File: config.mk
export PLATFORM = sky130hd
export DESIGN_NAME = counter_bus_io_flat
export DESIGN_NICKNAME = d
export VERILOG_FILES = /design/src/rtl/timer_pkg.sv /design/src/rtl/counter_bus_io_if.sv /design/src/rtl/count_latch.sv /design/src/rtl/counter_bus_io.sv /design/src/flat_wrapper.sv
export SDC_FILE = /design/constraint.sdc
export NUM_CORES = 1
export LEC_CHECK = 0
export BUFFER_PORTS_ARGS = -buffer_cell sky130_fd_sc_hd__buf_4
export CORE_ASPECT_RATIO = 1.75
export CORE_MARGIN = 8
export CORE_UTILIZATION = 40
export CTS_BUF_LIST = sky130_fd_sc_hd__clkbuf_4
export DETAILED_ROUTE_END_ITERATION = 12
export GPL_ROUTABILITY_DRIVEN = 0
export SYNTH_ARGS = -nofsm -noshare
export SYNTH_HDL_FRONTEND = slang
export SYNTH_SLANG_ARGS = --single-unit
File: constraint.sdc
create_clock -name clk -period 2.5 [get_ports clk]
set_clock_uncertainty 0.15 [all_clocks]
set_input_delay 0.125 -clock clk [delete_from_list [all_inputs] [get_ports clk]]
set_output_delay 0.125 -clock clk [all_outputs]
set_load 0.02 [all_outputs]
File: src/rtl/timer_pkg.sv
// timer_pkg: shared definitions for the bus-side access logic of the
// 8254-compatible timer channels.
// Contents: read/write access codes, control-word and read-back field
// positions, the control-register address, status-byte bit positions, and
// helpers for mode mapping and status-byte assembly.
package timer_pkg;

    typedef enum logic [1:0] {
        RW_LATCH   = 2'b00,
        RW_LSB     = 2'b01,
        RW_MSB     = 2'b10,
        RW_LSB_MSB = 2'b11
    } rw_e;

    // control word layout
    localparam int SC_HI   = 7;
    localparam int SC_LO   = 6;
    localparam int RW_HI   = 5;
    localparam int RW_LO   = 4;
    localparam int M_HI    = 3;
    localparam int M_LO    = 1;
    localparam int BCD_BIT = 0;

    // read-back command: active-low "latch count"/"latch status" bits and
    // the bit selecting counter 0 (counter n uses RB_SEL_LO + n)
    localparam int RB_NCOUNT_BIT  = 5;
    localparam int RB_NSTATUS_BIT = 4;
    localparam int RB_SEL_LO      = 1;

    localparam logic [1:0] CTRL_ADDR   = 2'd3;
    localparam logic [1:0] READBACK_SC = 2'b11;

    // status byte layout
    localparam int ST_OUT_BIT  = 7;
    localparam int ST_NULL_BIT = 6;
    localparam int ST_RW_HI    = 5;
    localparam int ST_RW_LO    = 4;
    localparam int ST_MODE_HI  = 3;
    localparam int ST_MODE_LO  = 1;
    localparam int ST_BCD_BIT  = 0;

    // M=110 and M=111 are aliases of modes 2 and 3
    function automatic logic [2:0] map_mode(input logic [2:0] m);
        return (m[2:1] == 2'b11) ? {1'b0, m[1:0]} : m;
    endfunction

    function automatic logic [7:0] make_status(input logic out_v, input logic null_v,
                                               input rw_e rw, input logic [2:0] mode_v,
                                               input logic bcd_v);
        logic [7:0] s;
        s                       = '0;
        s[ST_OUT_BIT]           = out_v;
        s[ST_NULL_BIT]          = null_v;
        s[ST_RW_HI:ST_RW_LO]    = rw;
        s[ST_MODE_HI:ST_MODE_LO] = mode_v;
        s[ST_BCD_BIT]           = bcd_v;
        return s;
    endfunction

endpackage

File: src/rtl/counter_bus_io_if.sv
// counter_bus_io_if: 8-bit CPU bus as seen by one timer channel.
// Signals: cs (chip select), addr (0-2 data ports, 3 control), wr/rd
// (single-cycle strobes), data_in (write data), data_out (read data).
// master = bus driver (CPU/decoder side), slave = channel access logic.
interface counter_bus_io_if;
    logic       cs;
    logic [1:0] addr;
    logic       wr;
    logic       rd;
    logic [7:0] data_in;
    logic [7:0] data_out;

    modport master (output cs, addr, wr, rd, data_in, input data_out);
    modport slave  (input cs, addr, wr, rd, data_in, output data_out);
endinterface

File: src/rtl/count_latch.sv
// count_latch: read side of one timer channel.
// Holds the count latch, the status latch and the read byte pointer, and
// registers the byte returned on each accepted read.
// Ports: clk/rst; clear (channel reprogrammed); latch_count/latch_status
// (capture requests); status_in (status byte to capture); current_count
// (live count); rw (programmed access mode); rd_en (accepted read of this
// channel); data_out (registered read data).
module count_latch
    import timer_pkg::*;
(
    input  logic        clk,
    input  logic        rst,
    input  logic        clear,
    input  logic        latch_count,
    input  logic        latch_status,
    input  logic [7:0]  status_in,
    input  logic [15:0] current_count,
    input  rw_e         rw,
    input  logic        rd_en,
    output logic [7:0]  data_out
);
    logic [15:0] cnt_q, cnt_d;
    logic        cnt_full_q, cnt_full_d;
    logic [7:0]  sts_q, sts_d;
    logic        sts_full_q, sts_full_d;
    logic        rd_msb_q, rd_msb_d;
    logic [7:0]  dout_q, dout_d;
    logic [15:0] rd_src;
    logic        rd_msb_sel;

    always_comb begin
        cnt_d      = cnt_q;
        cnt_full_d = cnt_full_q;
        sts_d      = sts_q;
        sts_full_d = sts_full_q;
        rd_msb_d   = rd_msb_q;
        dout_d     = dout_q;
        rd_src     = cnt_full_q ? cnt_q : current_count;
        rd_msb_sel = (rw == RW_MSB) || ((rw == RW_LSB_MSB) && rd_msb_q);

        if (clear) begin
            cnt_full_d = 1'b0;
            sts_full_d = 1'b0;
            rd_msb_d   = 1'b0;
        end else begin
            // a full latch keeps its first capture until it is read out
            if (latch_count && !cnt_full_q) begin
                cnt_d      = current_count;
                cnt_full_d = 1'b1;
            end
            if (latch_status && !sts_full_q) begin
                sts_d      = status_in;
                sts_full_d = 1'b1;
            end
            if (rd_en) begin
                if (sts_full_q) begin
                    dout_d     = sts_q;
                    sts_full_d = 1'b0;
                end else begin
                    dout_d = rd_msb_sel ? rd_src[15:8] : rd_src[7:0];
                    // in LSB/MSB mode the latch survives the LSB read
                    if (cnt_full_q && ((rw != RW_LSB_MSB) || rd_msb_q))
                        cnt_full_d = 1'b0;
                    if (rw == RW_LSB_MSB)
                        rd_msb_d = !rd_msb_q;
                end
            end
        end
    end

    always_ff @(posedge clk or posedge rst) begin
        if (rst) begin
            cnt_q      <= '0;
            cnt_full_q <= 1'b0;
            sts_q      <= '0;
            sts_full_q <= 1'b0;
            rd_msb_q   <= 1'b0;
            dout_q     <= '0;
        end else begin
            cnt_q      <= cnt_d;
            cnt_full_q <= cnt_full_d;
            sts_q      <= sts_d;
            sts_full_q <= sts_full_d;
            rd_msb_q   <= rd_msb_d;
            dout_q     <= dout_d;
        end
    end

    assign data_out = dout_q;
endmodule

File: src/rtl/counter_bus_io.sv
// counter_bus_io: bus-side access logic for one 8254-style counter channel.
// Decodes control words (program, counter latch, read-back), assembles the
// 16-bit initial count from byte writes, tracks null_count, and returns
// latched or live count/status bytes through count_latch.
// Ports: clk, rst (async, active-high); bus (slave side of the CPU bus);
// current_count/out_pin/ce_loaded from the counter core; count_value,
// count_load (one-cycle strobe), mode and bcd to the counter core.
module counter_bus_io
    import timer_pkg::*;
#(
    parameter int COUNTER_ID = 0
) (
    input  logic              clk,
    input  logic              rst,
    counter_bus_io_if.slave   bus,
    input  logic [15:0]       current_count,
    input  logic              out_pin,
    input  logic              ce_loaded,
    output logic [15:0]       count_value,
    output logic              count_load,
    output logic [2:0]        mode,
    output logic              bcd
);
    localparam logic [1:0] ID = COUNTER_ID[1:0];

    rw_e         rw_q, rw_d;
    logic [2:0]  mode_q, mode_d;
    logic        bcd_q, bcd_d;
    logic        wr_msb_q, wr_msb_d;
    logic [7:0]  lsb_q, lsb_d;
    logic [15:0] count_value_q, count_value_d;
    logic        count_load_q, load_d;
    logic        null_count_q, null_count_d;

    logic        wr_acc, rd_acc, ctrl_wr, data_wr;
    logic        prog, latch_cmd, rb_hit;
    logic [1:0]  sc;
    rw_e         rw_f;

    // a simultaneous read is dropped in favour of the write
    assign wr_acc    = bus.cs && bus.wr;
    assign rd_acc    = bus.cs && bus.rd && !bus.wr;
    assign ctrl_wr   = wr_acc && (bus.addr == CTRL_ADDR);
    assign data_wr   = wr_acc && (bus.addr == ID);
    assign sc        = bus.data_in[SC_HI:SC_LO];
    assign rw_f      = rw_e'(bus.data_in[RW_HI:RW_LO]);
    assign prog      = ctrl_wr && (sc == ID) && (rw_f != RW_LATCH);
    assign latch_cmd = ctrl_wr && (sc == ID) && (rw_f == RW_LATCH);
    assign rb_hit    = ctrl_wr && (sc == READBACK_SC) && bus.data_in[RB_SEL_LO + COUNTER_ID];

    always_comb begin
        rw_d          = rw_q;
        mode_d        = mode_q;
        bcd_d         = bcd_q;
        wr_msb_d      = wr_msb_q;
        lsb_d         = lsb_q;
        count_value_d = count_value_q;
        load_d        = 1'b0;

        if (prog) begin
            rw_d     = rw_f;
            mode_d   = map_mode(bus.data_in[M_HI:M_LO]);
            bcd_d    = bus.data_in[BCD_BIT];
            wr_msb_d = 1'b0;
            lsb_d    = '0;
        end else if (data_wr) begin
            case (rw_q)
                RW_LSB: begin
                    count_value_d = {8'h00, bus.data_in};
                    load_d        = 1'b1;
                end
                RW_MSB: begin
                    count_value_d = {bus.data_in, 8'h00};
                    load_d        = 1'b1;
                end
                RW_LSB_MSB: begin
                    if (!wr_msb_q) begin
                        lsb_d    = bus.data_in;
                        wr_msb_d = 1'b1;
                    end else begin
                        count_value_d = {bus.data_in, lsb_q};
                        wr_msb_d      = 1'b0;
                        load_d        = 1'b1;
                    end
                end
                default: ;  // unprogrammed channel ignores data writes
            endcase
        end

        // set beats clear when both land in the same cycle
        if (prog || load_d)
            null_count_d = 1'b1;
        else if (ce_loaded)
            null_count_d = 1'b0;
        else
            null_count_d = null_count_q;
    end

    always_ff @(posedge clk or posedge rst) begin
        if (rst) begin
            rw_q          <= RW_LATCH;
            mode_q        <= '0;
            bcd_q         <= 1'b0;
            wr_msb_q      <= 1'b0;
            lsb_q         <= '0;
            count_value_q <= '0;
            count_load_q  <= 1'b0;
            null_count_q  <= 1'b1;
        end else begin
            rw_q          <= rw_d;
            mode_q        <= mode_d;
            bcd_q         <= bcd_d;
            wr_msb_q      <= wr_msb_d;
            lsb_q         <= lsb_d;
            count_value_q <= count_value_d;
            count_load_q  <= load_d;
            null_count_q  <= null_count_d;
        end
    end

    count_latch u_count_latch (
        .clk           (clk),
        .rst           (rst),
        .clear         (prog),
        .latch_count   (latch_cmd || (rb_hit && !bus.data_in[RB_NCOUNT_BIT])),
        .latch_status  (rb_hit && !bus.data_in[RB_NSTATUS_BIT]),
        .status_in     (make_status(out_pin, null_count_q, rw_q, mode_q, bcd_q)),
        .current_count (current_count),
        .rw            (rw_q),
        .rd_en         (rd_acc && (bus.addr == ID)),
        .data_out      (bus.data_out)
    );

    assign count_value = count_value_q;
    assign count_load  = count_load_q;
    assign mode        = mode_q;
    assign bcd         = bcd_q;
endmodule
File: src/flat_wrapper.sv
// flat-port wrapper written by rule: the top's interface ports become plain ports
module counter_bus_io_flat import timer_pkg::*;
#(
    parameter int COUNTER_ID = 0
)
  (clk, rst, current_count, out_pin, ce_loaded, count_value, count_load, mode, bcd, bus_cs, bus_addr, bus_wr, bus_rd, bus_data_in, bus_data_out);
  counter_bus_io_if bus_i ();
  input  logic clk;
  input  logic rst;
  input  logic [15:0] current_count;
  input  logic out_pin;
  input  logic ce_loaded;
  output logic [15:0] count_value;
  output logic count_load;
  output logic [2:0] mode;
  output logic bcd;
  input wire logic [$bits(bus_i.cs)-1:0] bus_cs;
  input wire logic [$bits(bus_i.addr)-1:0] bus_addr;
  input wire logic [$bits(bus_i.wr)-1:0] bus_wr;
  input wire logic [$bits(bus_i.rd)-1:0] bus_rd;
  input wire logic [$bits(bus_i.data_in)-1:0] bus_data_in;
  output wire logic [$bits(bus_i.data_out)-1:0] bus_data_out;
  assign bus_i.cs = bus_cs;
  assign bus_i.addr = bus_addr;
  assign bus_i.wr = bus_wr;
  assign bus_i.rd = bus_rd;
  assign bus_i.data_in = bus_data_in;
  assign bus_data_out = bus_i.data_out;
  counter_bus_io #(.COUNTER_ID(COUNTER_ID)) u_core (.clk(clk), .rst(rst), .bus(bus_i), .current_count(current_count), .out_pin(out_pin), .ce_loaded(ce_loaded), .count_value(count_value), .count_load(count_load), .mode(mode), .bcd(bcd));
endmodule
==> flow_summary.json, run 1 <==
{
  "status": "finished, final reports clean",
  "n_fill_cell": 676,
  "wirelength_um": 7810,
  "place_inst": 395,
  "io_buffers": 61,
  "period_needed_ns": 2.15,
  "clockBufferDepth": 2,
  "grt_usage": 0.158,
  "synthXorXnorAreaFrac": 0.00284,
  "timing.fmax_mhz": 465,
  "ant_nets": 0,
  "drtPass1Iterations": 4,
  "synth-simple-area-share": 0.113,
  "initial_core_util": 0.410,
  "synth_top_family_by_area": "multiplexers",
  "antenna_cells": 0,
  "startpoint": "u_core.rw_q[0]",
  "leakage_nw": 1.95,
  "post-cts-setup-buffers": 0,
  "path_max_fanout": 8,
  "antenna_found_initial": 0,
  "cellPowerDensity_nw_per_um2": 672,
  "grt_max_degree": 39,
  "crit_required_ns": 2.63,
  "first_iter_violations": 62,
  "crit_type": "flop to flop",
  "area_growth_syn_to_layout_pct": 33.9,
  "ys.warnings.count": 0,
  "ctsHoldBuffers": 37,
  "overflow": 0,
  "synth_fp_nets": 289,
  "cp_data_arrival_time_ns": 2.28,
  "finalSetupTns_ns": 0,
  "synthAdderAreaFrac": 0.0122,
  "synth_area_um2": 3080,
  "cts_root_buffer": "clkbuf_4",
  "drive_gt1_frac": 0.290,
  "relSlewSlack": 0.543,
  "grt_pass1_vias": 2521,
  "synth-edff-count": 0,
  "cts_resized": 0,
  "muxShareOfSynthArea": 0.189,
  "crit_path_end_kind": "flop",
  "maxSlewViolCount": 0,
  "die-area_um2": 10900,
  "ys_ff_latch": 68,
  "synthCells": 253,
  "irDropWorstVdd_mv": 0.402,
  "drt-wirelength-per-cell_um": 17.5,
  "final_area_um2": 4130,
  "finalCritPeriodShare": 0.860,
  "rsz0062_at_grt": "false",
  "cts_tree": "yes",
  "numCtsBuffers": 9,
  "final_hold_viol_count": 0,
  "core-area_um2": 7510,
  "synth-compound-area-share": 0.103,
  "finalSetupViolCount": 0,
  "async_flop_share": 1.00,
  "cts_sinks": 68,
  "avgSynthCellArea_um2": 12.2,
  "drt-vias-per-instance": 5.07,
  "min_path_type": "input pin to asynchronous set/reset pin",
  "ys_seq_area_frac": 0.553,
  "max_cap_violations": 0,
  "htreeDepth": 3,
  "num_io_pins": 62,
  "finalCoreUtilization": 0.549,
  "instances_no_fill": 447,
  "synth_ff_type": "dfrtp_1",
  "cp-start-kind": "flop",
  "worstSkewPairLatency_ns": 0.42,
  "die_w_um": 82.4,
  "placed_cell_area_um2": 3660,
  "ys_types": 37,
  "dieHeight_um": 132,
  "grt_pass1_wl_um": 12900,
  "tightestPinTransition_ns": 0.685,
  "placementRows": 42,
  "fin_nets": 391,
  "dp_hpwl_um": 5620,
  "clkTransAtPathRegs_ns": 0.11,
  "vias": 2267,
  "drc": 0,
  "reg2reg_from": "u_core.rw_q[0]"
}
## registers in the layout, summed over array words and instances (netlist names)
register / flops
u_core.bcd: 1
u_core.count_load: 1
u_core.count_value: 16
u_core.lsb_q: 8
u_core.mode: 3
u_core.null_count_q: 1
u_core.rw_q: 2
u_core.u_count_latch.cnt_full_q: 1
u_core.u_count_latch.cnt_q: 16
u_core.u_count_latch.data_out: 8
u_core.u_count_latch.rd_msb_q: 1
u_core.u_count_latch.sts_full_q: 1
u_core.u_count_latch.sts_q: 8
u_core.wr_msb_q: 1
## logic make-up (layout without fill, tap and decap cells)
group                      count (synthesis)  after routing
buffers and inverters                     20            126
muxes                                     42             42
adders and majority gates                  3              3
DFF                                       68             68
and+or+nand+nor                           70             70
xor gates and xnor gates                   1              1
AOI/OAI and AO/OA                         49             49
## area by class of cell
type	count	area, µm²	area share
clock buffer	11	82.6	0.0200
tap	88	110	0.0267
inverter	5	18.8	0.00455
multi-input combinational	165	1290	0.314
sequential	68	1700	0.413
clock inverter	4	17.5	0.00424
timing repair buffer	106	901	0.218
## final timing paths
path                                                    end  slack [ns]  cells past startpoint
max in group asynchronous                    u_core.rw_q[1]        1.35                      4
hold / removal                               u_core.mode[1]        0.22                      3
hold reg to reg                      u_core.count_value[13]        0.34                      2
setup / recovery           u_core.u_count_latch.data_out[0]        0.35                      6
setup reg to reg           u_core.u_count_latch.data_out[0]        0.35                      6
min in group clk             u_core.u_count_latch.cnt_q[10]        0.32                      3
## cells in the final DEF, fill, tap and decap left out, types with 3 or more instances in the layout
cell,instances
mux2_4,8
a21oi_1,10
mux2i_1,8
nand2_1,40
inv_1,4
o21ai_1,17
mux2_1,18
nor2_1,14
nor3_1,3
a22o_1,8
mux4_2,8
buf_4,68
dlygate4sd3_1,37
a22oi_1,8
ha_1,3
dfrtp_1,67
clkbuf_4,11
## report_power, final
part	internal, W	leakage, nW	switching [W]
clock	0.000212	0.0616	0.000372
sequential	0.00127	0.897	0.000123
combinational	0.000388	0.991	0.000412
## metrics by stage
step / hold slack (ns) / setup slack (ns) / power, W
after floorplan: 0.0804 / 0.515 / 0.00184
final: 0.221 / 0.351 / 0.00277
after detailed placement: 0.137 / 0.342 / 0.00219
after global placement: 0.128 / 0.406 / 0.00217
after global routing: 0.273 / 0.201 / 0.00294
after CTS: 0.209 / 0.327 / 0.00282
## critical path, cell delays in order, from the launching register on
cell and delay (ns):
dfrtp_1 0.40, inv_1 0.08, ha_1 0.26, a21oi_4 0.35, mux4_2 0.55, mux2i_1 0.14, a21oi_1 0.08
## synth_stat cells, types with 2 or more instances
library cell,instances,area (µm²)
mux2i_1,8,80.1
a22oi_1,8,60.1
mux2_1,18,203
nand2_1,40,150
mux4_2,8,180
nand2b_1,2,12.5
a22o_1,8,70.1
nor4_4,2,42.5
o21ai_1,17,85.1
ha_1,3,37.5
dfrtp_1,67,1680
clkbuf_1,9,33.8
buf_2,4,20.0
inv_1,5,18.8
mux2_4,8,120
a21oi_1,10,50.1
nor2_1,14,52.6
nor3_1,3,15.0
## per-layer routing
metal	part of all wire	track usage	wire (µm)	vias up
met5	0	0	0	-
met4	0.032	0.0923	250	0
met3	0.036	0.0280	284	12
met2	0.54	0.269	4240	45
met1	0.39	0.172	3040	1108
li1	-	-	-	1102
No activity file was read; power rests on OpenSTA's default activity.
==> inputs of run 2 (changes only) <==
- RECOVER_POWER: default -> 100
==> run 2 against run 1 <==
  * Routed wire length increased by 0.47%
  * Critical path depth increased by 1
  * Worst setup slack got worse by 0.032 ns
  * Global-route usage unchanged
  * Final cell count unchanged
  * Core utilization fell by 2.4 points
  * Non-clock buffer count did not move
  * Total power shrank 4.0%
  * Sequential power about the same
  * Sequential share of layout area rose by 1.9 points
==> flow_summary.json, run 2 (synthesis gave the netlist of run 1 again) <==
{
  "status": "finished, final reports clean",
  "clockBufferDepth": 2,
  "grt_pass1_vias": 2521,
  "cts_tree": "yes",
  "fin_hold_ws_ns": 0.318,
  "die_w_um": 82.4,
  "ant_nets": 0,
  "irDropWorstVdd_mv": 0.399,
  "tightestPinTransition_ns": 1.18,
  "n_fill_cell": 723,
  "relSlewSlack": 0.213,
  "seqCellArea_um2": 1700,
  "finalSetupTns_ns": 0,
  "min_path_type": "input pin to flop",
  "grt_usage": 0.158,
  "dieHeight_um": 132,
  "numCtsBuffers": 9,
  "initial_core_util": 0.410,
  "path_max_fanout": 14,
  "drt-wirelength-per-cell_um": 17.6,
  "core-area_um2": 7510,
  "rsz0062_at_grt": "false",
  "hold_path_depth": 3,
  "crit_path_end_kind": "flop",
  "crit_required_ns": 2.66,
  "antenna_found_initial": 0,
  "io_buffers": 61,
  "drive_gt1_frac": 0.175,
  "worstSkewPairLatency_ns": 0.43,
  "leakage_nw": 1.81,
  "cts_resized": 0,
  "multi_input_area_um2": 1250,
  "fin_nets": 391,
  "drc": 0,
  "grt_max_degree": 39,
  "worst-r2r-cell-count": 7,
  "ctsHoldBuffers": 37,
  "drt-vias-per-instance": 5.11,
  "drtPass1Iterations": 4,
  "max_cap_violations": 0,
  "cts_root_buffer": "clkbuf_4",
  "overflow": 0,
  "finalSetupViolCount": 0,
  "die-area_um2": 10900,
  "clkTransAtPathRegs_ns": 0.10,
  "cts_sinks": 68,
  "htreeDepth": 3,
  "cellPowerDensity_nw_per_um2": 675,
  "area_growth_syn_to_layout_pct": 28.1,
  "post-cts-setup-buffers": 0,
  "vias": 2285,
  "grt_pass1_wl_um": 12900,
  "mostFrequentLayoutCells": "dfrtp_1 (67), nand2_1 (40), dlygate4sd3_1 (37)",
  "crit_type": "flop to flop",
  "num_io_pins": 62,
  "wirelength_um": 7850,
  "cp-start-kind": "flop",
  "finalCritPeriodShare": 0.872,
  "dp_hpwl_um": 5620,
  "antenna_cells": 0,
  "final_hold_viol_count": 0,
  "first_iter_violations": 69,
  "final_common_cell": "dfrtp_1",
  "placementRows": 42,
  "timing.fmax_mhz": 459,
  "maxSlewViolCount": 0,
  "period_needed_ns": 2.18,
  "cp_data_arrival_time_ns": 2.34
}
## run 2: stage by stage
stage,utilization,cell area (µm²),cells,setup slack [ns],power [W]
floorplan,-,3080,253,0.515,0.00184
global placement,0.487,3660,395,0.406,0.00217
detailed placement,0.487,3660,395,0.342,0.00219
CTS,0.549,4130,447,0.327,0.00282
global route,0.525,3950,447,0.147,0.00283
finish,0.525,3950,447,0.319,0.00266
## run 2: final timing paths
path	slack, ns	to	start
min in group asynchronous	0.42	u_core.mode[1]	rst
setup / recovery	0.32	u_core.lsb_q[6]	u_core.rw_q[1]
hold / removal	0.32	u_core.u_count_latch.cnt_q[13]	current_count[13]
setup reg to reg	0.32	u_core.lsb_q[6]	u_core.rw_q[1]
hold reg to reg	0.34	u_core.count_value[13]	u_core.count_value[13]
max in group asynchronous	0.55	u_core.u_count_latch.cnt_q[11]	rst
## run 2: cell type report
cell class                      count  share of cell area
Sequential cell                    68               0.432
Multi-Input combinational cell    165               0.318
Timing Repair Buffer              106               0.192
Tap cell                           88              0.0279
Clock buffer                       11              0.0209
Inverter                            5             0.00476
Clock inverter                      4             0.00444
## run 2: critical path, stage by stage, from the launching register on
cell and delay, ns:
dfrtp_1 0.43, ha_1 0.24, clkbuf_2 0.25, nand2b_1 0.17
nor2_1 0.07, nor2_1 0.08, clkbuf_1 0.33, mux2_1 0.37
## run 2: per-layer routing
metal	share of wire	track usage
met4	0.032	0.0923
met5	0	0
met1	0.39	0.172
met2	0.54	0.269
met3	0.037	0.0280
## run 2: report_power, final
group	total (W)	internal (W)	leakage (nW)	switching, W
logic	0.000695	0.000289	0.856	0.000407
registers	0.00138	0.00127	0.897	0.000117
clock network	0.000584	0.000212	0.0616	0.000371
total	0.00266	0.00177	1.81	0.000895
==> inputs of run 3 (changes only) <==
--- a/config.mk
+++ b/config.mk
@@ -7,2 +7,3 @@
 export LEC_CHECK = 0
+export ABC_AREA = 1
 export BUFFER_PORTS_ARGS = -buffer_cell sky130_fd_sc_hd__buf_4
--- a/constraint.sdc
+++ b/constraint.sdc
@@ -4,2 +4,2 @@
 set_output_delay 0.125 -clock clk [all_outputs]
-set_load 0.02 [all_outputs]
+set_load 0.01 [all_outputs]
==> run 3 against run 2 <==
  * Flip-flop and latch count unchanged
  * Total power decreased by 3.4%
  * Worst setup slack improved by 0.11 ns
  * Global-route usage decreased by 0.11 points
  * Cell area increased by 1.0%
  * Fmax increased by 5.3%
  * Area after synthesis increased by 4.5%
  * Die area increased by 3.8%
  * Critical path depth unchanged
  * Critical endpoint is now u_core.lsb_q[0]
  * Highest routed layer unchanged
==> flow_summary.json, run 3 <==
{
  "timing.fmax_mhz": 483,
  "vias": 2912,
  "maxSlewViolCount": 0,
  "irDropWorstVdd_mv": 0.359,
  "synth_ff_type": "dfrtp_1",
  "netlist.top_cell.by_area": "dfrtp_1",
  "area_growth_syn_to_layout_pct": 23.9,
  "io_buffers": 61,
  "grt_usage": 0.157,
  "finalSetupViolCount": 0,
  "ant_nets": 0,
  "n_fill_cell": 800,
  "clockBufferDepth": 2,
  "finalSetupTns_ns": 0,
  "crit_path_end_kind": "flop",
  "ys_top_cells_by_area": "dfrtp_1 (52%), nand2_1 (20%), nand3_1 (7.5%)",
  "synthCells": 406,
  "cts_sinks": 68,
  "hp-start": "bus_addr[1]",
  "grt_pass1_vias": 3063,
  "final_hold_viol_count": 0,
  "dp_hpwl_um": 6040,
  "rr_endpoint": "u_core.lsb_q[0]",
  "leakage_nw": 2.09,
  "placementRows": 43,
  "ctsHoldBuffers": 27,
  "synth_area_um2": 3220,
  "initial_core_util": 0.410,
  "synth-edff-count": 0,
  "dieHeight_um": 135,
  "overflow": 0,
  "grt_pass1_wl_um": 14500,
  "num_io_pins": 62,
  "antenna_found_initial": 0,
  "wirelength_um": 8350,
  "synth_fp_nets": 442,
  "die-area_um2": 11300,
  "async_flop_share": 1.00,
  "cts_tree": "yes",
  "cts_resized": 0,
  "ys_types": 26,
  "cp-start-kind": "flop",
  "drc": 0,
  "cp_data_arrival_time_ns": 2.20,
  "synth_commonest_cells": "nand2_1 (174), dfrtp_1 (67), nand3_1 (48), o21ai_1 (33), inv_1 (24)",
  "ys_seq_area_frac": 0.529,
  "drt-vias-per-instance": 4.96,
  "status": "finished, final reports clean",
  "avgSynthCellArea_um2": 7.93,
  "drtPass1Iterations": 4,
  "fin_nets": 531,
  "first_iter_violations": 112,
  "min_path_type": "input pin to flop",
  "place_inst": 547,
  "hold-path-endpoint": "u_core.lsb_q[3]",
  "worstSkewPairLatency_ns": 0.41,
  "period_needed_ns": 2.07,
  "antenna_cells": 0,
  "rsz0062_at_grt": "false",
  "crit_required_ns": 2.63,
  "post-cts-setup-buffers": 0,
  "mostFrequentLayoutCells": "nand2_1 (175), dfrtp_1 (67), nand3_1 (48)",
  "finalCoreUtilization": 0.508,
  "rrSetupSlack_ns": 0.43,
  "reg2reg_from": "u_core.rw_q[1]",
  "ys_ff_latch": 68,
  "crit_type": "flop to flop",
  "instances_no_fill": 587,
  "relSlewSlack": 0.329,
  "synth_top_area_share": 0.521,
  "ys.warnings.count": 0,
  "worst_slack_ns": 0.429,
  "drive_gt1_frac": 0.125,
  "worst-r2r-cell-count": 7,
  "finalCritPeriodShare": 0.828,
  "tightestPinTransition_ns": 1.01,
  "core-area_um2": 7860,
  "grt_max_degree": 46,
  "drt-wirelength-per-cell_um": 14.2,
  "numCtsBuffers": 9,
  "cts_root_buffer": "clkbuf_4",
  "cellPowerDensity_nw_per_um2": 645,
  "clkTransAtPathRegs_ns": 0.10,
  "final_common_cell": "nand2_1",
  "placed_cell_area_um2": 3760,
  "post-place-ws_ns": 0.444,
  "path_max_fanout": 15,
  "startpoint": "u_core.rw_q[1]",
  "yosysMostFrequentCell": "nand2_1",
  "die_w_um": 83.8,
  "hold_path_depth": 6,
  "htreeDepth": 3,
  "final_area_um2": 3990,
  "max_cap_violations": 0
}
-- run 3: cell count changes in the layout (fill, tap and decap cells not counted), moves of 3 or more --
cell and change:
nand2_1 +135, nand3_1 +47, mux2_1 -23, inv_1 +20, o21ai_0 +15, dlygate4sd3_1 -10
a21oi_1 -9, a22o_1 -8, mux2i_1 -8, mux4_2 -8, or2_2 +8, nor2_1 -6
mux2_4 -3
-- run 3: area by class of cell --
type | count | area (µm²) | share of cell area
Timing Repair Buffer | 95 | 661 | 0.166
Clock buffer | 13 | 97.6 | 0.0245
Inverter | 27 | 101 | 0.0254
Multi-Input combinational cell | 294 | 1310 | 0.329
Sequential cell | 68 | 1700 | 0.427
Tap cell | 90 | 113 | 0.0282
-- run 3: worst max-delay path, stage by stage, from the launching register on --
cell and delay [ns]:
dfrtp_1 0.40, ha_1 0.36, buf_4 0.22, inv_1 0.06
nor2_1 0.16, nand2_1 0.30, nand3_1 0.18, o21ai_0 0.10
-- run 3: where the power goes --
group          switching, W  leakage (nW)  internal [W]
Clock              0.000356        0.0598      0.000235
Sequential        0.0000962         0.909       0.00126
Combinational      0.000379          1.12      0.000244
-- run 3: logic make-up (layout without fill, tap and decap cells) --
kind of cell    count (synthesis)  count (layout)  share of synthesized area
compound gates                 46              46                     0.0793
fa+ha+maj                       3               3                     0.0117
buf+inv                        44             135                     0.0599
flops                          68              68                      0.529
simple gates                  245             245                      0.320
-- run 3: worst max-delay path by stage --
| stage | endpoint | slack, ns |
|---|---|---|
| after global routing | u_core.lsb_q[5] | 0.19 |
| after detailed placement | u_core.lsb_q[0] | 0.44 |
| after floorplan | u_core.bcd | 0.52 |
| after global placement | u_core.lsb_q[0] | 0.56 |
| final | u_core.lsb_q[0] | 0.43 |
| after CTS | u_core.lsb_q[0] | 0.43 |
-- run 3: through the flow --
stage / hold WS [ns] / power (W)
3_3_place_gp: 0.0509 / 0.00207
5_1_grt: 0.0560 / 0.00276
4_1_cts: 0.00946 / 0.00270
6_report: 0.0439 / 0.00257
2_1_floorplan: 0.0510 / 0.00175
3_5_place_dp: 0.0629 / 0.00208
-- run 3: routing by layer --
metal  share of wire  vias to the layer above  track usage
met4           0.022                        0       0.0782
li1                -                     1469            -
met2            0.53                       89        0.283
met1            0.39                     1340        0.161
met3           0.058                       14       0.0428
met5               0                        -            0
